## src/rtl/ifm_s2mm_axis.sv

```systemverilog
// ifm_s2mm_axis: drains FWFT good/ctrl FIFOs into the DMA S2MM data and status AXI-Stream ports,
// alternating one data frame with its status frame, and flags malformed status frames.
module ifm_s2mm_axis (
   input  logic        s2mm_clk,
   input  logic        s2mm_resetn,
   input  logic [72:0] good_fifo_rdata,
   input  logic        good_fifo_empty,
   output logic        good_fifo_rden,
   input  logic [36:0] ctrl_fifo_rdata,
   input  logic        ctrl_fifo_empty,
   output logic        ctrl_fifo_rden,
   output logic [63:0] m_axis_s2mm_tdata,
   output logic [7:0]  m_axis_s2mm_tkeep,
   output logic        m_axis_s2mm_tlast,
   output logic        m_axis_s2mm_tvalid,
   input  logic        m_axis_s2mm_tready,
   output logic [31:0] m_axis_s2mm_sts_tdata,
   output logic [3:0]  m_axis_s2mm_sts_tkeep,
   output logic        m_axis_s2mm_sts_tlast,
   output logic        m_axis_s2mm_sts_tvalid,
   input  logic        m_axis_s2mm_sts_tready,
   output logic [15:0] frame_cnt,
   output logic        sts_len_err,
   output logic [3:0]  ifm_s2mm_dbg
);
   typedef enum logic [1:0] {S_IDLE = 2'h0, S_DATA = 2'h1, S_STS = 2'h2} state_t;
   state_t     state;
   logic [5:0] sts_cnt;
   logic       d_space, s_space;
   assign d_space        = ~m_axis_s2mm_tvalid | m_axis_s2mm_tready;
   assign s_space        = ~m_axis_s2mm_sts_tvalid | m_axis_s2mm_sts_tready;
   assign good_fifo_rden = s2mm_resetn & (state == S_DATA) & ~good_fifo_empty & d_space;
   assign ctrl_fifo_rden = s2mm_resetn & (state == S_STS) & ~ctrl_fifo_empty & s_space;
   assign ifm_s2mm_dbg   = {m_axis_s2mm_sts_tvalid, m_axis_s2mm_tvalid, state};
   always_ff @(posedge s2mm_clk or negedge s2mm_resetn)
      if (!s2mm_resetn) begin
         state                  <= S_IDLE;
         m_axis_s2mm_tvalid     <= 1'b0;
         m_axis_s2mm_sts_tvalid <= 1'b0;
         frame_cnt              <= 16'd0;
         sts_len_err            <= 1'b0;
         sts_cnt                <= 6'd0;
      end else begin
         case (state)
            S_IDLE:  if (!good_fifo_empty) state <= S_DATA;
            S_DATA:  if (good_fifo_rden && good_fifo_rdata[72]) state <= S_STS;
            S_STS:   if (ctrl_fifo_rden && ctrl_fifo_rdata[36]) state <= S_IDLE;
            default: state <= S_IDLE;
         endcase
         m_axis_s2mm_tvalid     <= good_fifo_rden | (m_axis_s2mm_tvalid & ~m_axis_s2mm_tready);
         m_axis_s2mm_sts_tvalid <= ctrl_fifo_rden | (m_axis_s2mm_sts_tvalid & ~m_axis_s2mm_sts_tready);
         sts_cnt <= (state == S_IDLE) ? 6'd0 :
                    (ctrl_fifo_rden && sts_cnt != 6'd63) ? sts_cnt + 6'd1 : sts_cnt;
         // a well-formed status frame is exactly six words, last on the sixth
         if (ctrl_fifo_rden && (ctrl_fifo_rdata[36] ? sts_cnt != 6'd5 : sts_cnt >= 6'd6))
            sts_len_err <= 1'b1;
         if (m_axis_s2mm_sts_tvalid && m_axis_s2mm_sts_tready && m_axis_s2mm_sts_tlast)
            frame_cnt <= frame_cnt + 16'd1;
      end
   always_ff @(posedge s2mm_clk) begin
      if (good_fifo_rden)
         {m_axis_s2mm_tlast, m_axis_s2mm_tkeep, m_axis_s2mm_tdata} <= good_fifo_rdata;
      if (ctrl_fifo_rden)
         {m_axis_s2mm_sts_tlast, m_axis_s2mm_sts_tkeep, m_axis_s2mm_sts_tdata} <= ctrl_fifo_rdata;
   end
endmodule
```

## config.mk

```make
export PLATFORM = sky130hd
export DESIGN_NAME = ifm_s2mm_axis
export DESIGN_NICKNAME = d
export VERILOG_FILES = /design/src/rtl/ifm_s2mm_axis.sv
export SDC_FILE = /design/constraint.sdc
export NUM_CORES = 1
export LEC_CHECK = 0
export ABC_CLOCK_PERIOD_IN_PS = 3740
export CELL_PAD_IN_SITES_DETAIL_PLACEMENT = 1
export CELL_PAD_IN_SITES_GLOBAL_PLACEMENT = 2
export CORE_ASPECT_RATIO = 1.25
export CORE_UTILIZATION = 25
export DETAILED_ROUTE_END_ITERATION = 12
export PLACE_DENSITY_LB_ADDON = 0.1
export REMOVE_ABC_BUFFERS = 1
export SETUP_SLACK_MARGIN = 0.05
export SYNTH_ARGS = -nofsm -noshare
export SYNTH_HDL_FRONTEND = slang
export SYNTH_SLANG_ARGS = --single-unit
```

## constraint.sdc

```tcl
create_clock -name s2mm_clk -period 3.74 [get_ports s2mm_clk]
set_clock_uncertainty 0.15 [all_clocks]
set_input_delay 0.748 -clock s2mm_clk [delete_from_list [all_inputs] [get_ports s2mm_clk]]
set_output_delay 0.748 -clock s2mm_clk [all_outputs]
set_load 0.05 [all_outputs]
```

==> results.toml, run 1 <==
[status]
outcome = "complete, no violations"

[clock_tree]
cts_tree = "yes"
path_clk_slew_ns = 0.06
cts_setup_buffers = 0
clk_latency_ns = 0.41
post_cts_resized = 0
h-tree-depth = 4
cts_buffers = 17
clk_path_buf_depth = 2
ctsHoldBuffers = 0
cts-root-buf = "clkbuf_16"
cts.sinks = 137

[place]
io_buffer_count = 250
gp_congestion = 0.735
pre_cts_ws_ns = 0.587
dp_hpwl_mm = 10.4

[layout]
layout_commonest_cell = "clkdlybuf4s50_1"
final_cell_mix = "clkdlybuf4s50_1, edfxtp_1, dfrtp_1"
drive_above_1_share_pct = 9.22
antennaDiodeCount = 0
layout.nets = 618
fillers = 1813
area_delta_synth_final_pct = 74.7

[pwr]
p_per_area_nw_per_um2 = 523
peakVddDrop_v = 0.000273
power.leakage_uw = 0.00296
finalPower_uw = 4250

[timing]
period_needed_ns = 3.13
tightest_slew_ns = 0.599
report.final.hold_viol_count = 0
setup-tns-final_ns = 0
slew_violations = 0
max_slew_margin_pct = 59.9
fmax_mhz = 319
rsz0062_at_grt = "false"
fin_crit_sh_pct = 83.7
setup_ws_ns = 0.609
setup-violations-final = 0
holdWs_ns = 0.323

[setup_path]
endpoint_kind = "output port"
cp-start-kind = "input pin"
reg2reg_setup_slack_ns = 1.53
required_ns = 2.84
cp_max_fo = 2
arrival_ns = 2.23
critPathKind = "in -> out"

[synthesis]
synth-adder-area-share_pct = 1.08
synth_compound_area_share_pct = 2.80
yosys.area_share.simple_pct = 6.02
ys_warn_count = 0
synthTopCellsByArea = "edfxtp_1, dfrtp_1, xnor2_1"
synth-xor-area-share_pct = 2.82
ys_types = 39
synth_mux_area_share_pct = 0.672
synth_top_family_by_area = "simple AND/OR/NAND/NOR gates"
avgSynthCellArea_um2 = 20.4
synth_seq_area_share_pct = 85.5
synth.top_cell.area_share_pct = 71.0
synthCells = 228
ys_ff_latch = 137
synth.largest_area_cell = "edfxtp_1"
synth_area_um2 = 4650

[route]
via_per_inst = 4.21
drcViolationCount = 0
first_pass_iters = 4
routed-via-count = 3110
ant_nets = 0
routedWlPerCell_um = 18.9
wirelength_mm = 13.9
drt_iter0_drc = 167

[job]
cap_violations = 0

[die]
die_h_um = 155
ios = 251
die_area_um2 = 19200
start_util_pct = 25.6
dieWidth_um = 124
core_area_um2 = 18200
row_count = 55

[grt]
grt_overflow = 0
grt.total_usage_pct = 14.6
grt_pass1_vias = 3320
grt_max_degree = 76
antenna_found_initial = 1
grt_first_pass_wirelength_mm = 19.9

[hold_path]
hp-class = "reg -> reg"
synth_stat cells:
library cell and count:
a211oi_1 1, nand4_1 5, nand4bb_2 1, nor3b_2 1, nor2_1 4, nor2b_1 1, nor3_1 3, o21ai_0 4
a21oi_4 1, buf_2 1, ha_1 4, or4b_4 1, nand4_2 1, and3_1 4, dfrtp_1 27, mux2_2 1
a21boi_2 1, nand2_1 8, xor2_1 5, mux2i_1 2, nor4_4 1, edfxtp_1 110, a221oi_1 1, a311oi_1 2
nand2b_1 1, and4_1 4, nor2_4 1, buf_4 2, nand3_1 3, a21oi_1 2, or2b_1 1, inv_2 1
a31oi_1 2, o21a_1 1, inv_1 7, and2_1 1, a32o_2 1, a21o_1 1, xnor2_1 10
per-stage QoR:
step / util, % / cells / instance area, µm²
after CTS: 44.7 / 738 / 8130
after global placement: 41.2 / 707 / 7480
after detailed placement: 41.2 / 707 / 7480
after global routing: 44.7 / 738 / 8130
final: 44.7 / 738 / 8130
after floorplan: - / 225 / 4630
metal layers:
| layer | wire, µm | global-route usage, % |
|---|---|---|
| met5 | 18 | 0 |
| met4 | 252 | 5.95 |
| met3 | 1580 | 6.12 |
| met2 | 7090 | 25.4 |
| met1 | 5000 | 15.2 |
final timing paths:
path | startpoint | to | depth (start not counted)
max in group asynchronous | s2mm_resetn | frame_cnt[4] | 3
setup / recovery | s2mm_resetn | good_fifo_rden | 4
hold reg to reg | sts_len_err | sts_len_err | 1
min in group asynchronous | s2mm_resetn | sts_cnt[1] | 3
setup reg to reg | state[0] | m_axis_s2mm_tdata[45] | 4
hold / removal | sts_len_err | sts_len_err | 1
registers in the layout, summed over array words and instances (netlist names), 2 cells and up:
register,flops
m_axis_s2mm_sts_tdata,32
m_axis_s2mm_tkeep,8
m_axis_s2mm_tdata,64
state,2
m_axis_s2mm_sts_tkeep,4
sts_cnt,6
frame_cnt,16
cells by family after synthesis:
logic type / Yosys count
DFF: 137
muxes: 3
buffers and inverters: 11
and+or+nand+nor: 41
xor gates and xnor gates: 15
adders and majority gates: 4
AOI/OAI and AO/OA: 17
where the power goes:
part	leakage, µW	switching, µW	internal [µW]	total, µW
clock	0.000313	661	1190	1850
combinational	0.00128	375	246	621
sequential	0.00138	40.0	1740	1780
total	0.00296	1080	3180	4250
layout make-up:
class                   count  area, µm²  area share (%)
flip-flops and latches    137       3980            48.9
repair buffers            254       2560            31.6
multi-input cells          80        623            7.67
clock buffers              18        429            5.28
well taps                 228        285            3.51
clock inverters            13        218            2.68
inverters                   8       30.0           0.369
worst max-delay path: stages:
cell	delay (ns)
clkdlybuf4s50_1	0.59
or4b_4	0.51
a21oi_4	0.21
buf_12	0.17
(Power assumes the default switching activity.)
==> run 2, diff against run 1 <==
- ABC_CLOCK_PERIOD_IN_PS: 3740 -> 3100
- clock period: 3.74 -> 3.1 ns (I/O delays scaled with it)
==> results.toml, run 2 (synthesis results as in run 1) <==
[setup_path]
r2r-end = "m_axis_s2mm_tdata[54]"
required_ns = 2.33
cpMaxStageDelayCell = "clkdlybuf4s50_1"
critical_path_buf_inv_count = 2
cp_max_fo = 2
reg2reg_setup_slack_ns = 0.87
ff2ff_path_depth = 4
arrival_ns = 2.13
endpoint_kind = "output port"
cp_top_family = "buffers and inverters"
r2r_start = "state[0]"
cp_slowest_stage_delay_ns = 0.59
cp-start-kind = "input pin"
critPathKind = "in -> out"
worstPathCellList = "clkdlybuf4s50_1, or4b_4, a21oi_4, buf_12"

[clock_tree]
clk_latency_ns = 0.41
post_cts_resized = 0
ctsHoldBuffers = 0
cts_setup_buffers = 0
cts_buffers = 17
cts.sinks = 137
h-tree-depth = 4
path_clk_slew_ns = 0.06
cts_tree = "yes"
clk_path_buf_depth = 2
cts-root-buf = "clkbuf_16"

[hold_path]
min_delay_path_depth = 1
timing.hold.worst.start = "sts_len_err"
hp-class = "reg -> reg"
min_to = "sts_len_err"

[route]
routedWlPerCell_um = 18.7
via_per_inst = 4.19
wirelength_mm = 13.8
first_pass_iters = 4
drcViolationCount = 0
drt_iter0_drc = 137
routed-via-count = 3094
ant_nets = 0

[status]
outcome = "complete, no violations"

[job]
cap_violations = 0

[die]
start_util_pct = 25.6
die_area_um2 = 19200
dieWidth_um = 124
ios = 251
core_area_um2 = 18200
row_count = 55
die_h_um = 155

[pwr]
power.leakage_uw = 0.00291
finalPower_uw = 4820
p_per_area_nw_per_um2 = 598
peakVddDrop_v = 0.000295

[grt]
grt_max_degree = 76
antenna_found_initial = 2
grt_overflow = 0
grt.total_usage_pct = 14.5
grt_pass1_vias = 3198
grt_first_pass_wirelength_mm = 19.7

[timing]
setup-violations-final = 0
holdWs_ns = 0.335
max_slew_margin_pct = 61.2
setup-tns-final_ns = 0
fmax_mhz = 345
fin_crit_sh_pct = 93.6
report.final.hold_viol_count = 0
period_needed_ns = 2.90
tightest_slew_ns = 0.579
rsz0062_at_grt = "false"
slew_violations = 0

[layout]
layout.nets = 618
layout_commonest_cell = "clkdlybuf4s50_1"
final_cell_mix = "clkdlybuf4s50_1, edfxtp_1, dfrtp_1"
post-route-util_pct = 44.3
design_area_um2 = 8050
drive_above_1_share_pct = 8.84
fillers = 1843
largest_register_ffs = 64
area_delta_synth_final_pct = 73.1

[place]
dp_hpwl_mm = 10.5
dpl_cell_area_um2 = 7490
io_buffer_count = 250
gp_congestion = 0.751
run 2: worst register-to-register path: stages (launching register included):
cell and delay (ns):
dfrtp_1 0.45, inv_2 0.07, or4b_4 0.57, a21oi_4 0.22, buf_12 0.37
run 2: stage by stage:
| step | cells | setup WS [ns] |
|---|---|---|
| 6_report | 738 | 0.199 |
| 2_1_floorplan | 225 | -0.459 |
| 5_1_grt | 738 | 0.136 |
| 3_5_place_dp | 707 | 0.156 |
| 3_3_place_gp | 707 | 0.171 |
| 4_1_cts | 737 | 0.153 |
run 2: worst max-delay path by stage:
| stage | cells past startpoint | slack [ns] | start | endpoint |
|---|---|---|---|---|
| final | 4 | 0.20 | s2mm_resetn | good_fifo_rden |
| after global routing | 4 | 0.14 | s2mm_resetn | good_fifo_rden |
| after CTS | 4 | 0.15 | s2mm_resetn | good_fifo_rden |
| after detailed placement | 4 | 0.16 | s2mm_resetn | good_fifo_rden |
| after global placement | 4 | 0.17 | s2mm_resetn | good_fifo_rden |
| after floorplan | 3 | -0.46 | state[0] | good_fifo_rden |
run 2: per-layer routing:
metal / global-route usage, % / wire length (µm) / up-vias
met1: 15.0 / 4970 / 1506
met3: 6.64 / 1480 / 22
met4: 6.41 / 308 / 2
met2: 24.8 / 7060 / 152
li1: - / - / 1412
met5: 0 / 13 / -
run 2: final cells by class:
cell class              count  area (µm²)  area share, %
clock buffers              18         429           5.33
well taps                 228         285           3.54
repair buffers            254        2580           32.0
multi-input cells          80         623           7.74
diodes                      1        2.50         0.0311
flip-flops and latches    137        3980           49.4
clock inverters            12         128           1.58
inverters                   8        30.0          0.373
run 2: where the power goes:
| group | internal (µW) | switching [µW] | leakage (µW) | total, µW |
|---|---|---|---|---|
| logic | 297 | 453 | 0.00128 | 750 |
| registers | 2100 | 47.2 | 0.00138 | 2150 |
| clock network | 1170 | 749 | 0.000254 | 1920 |
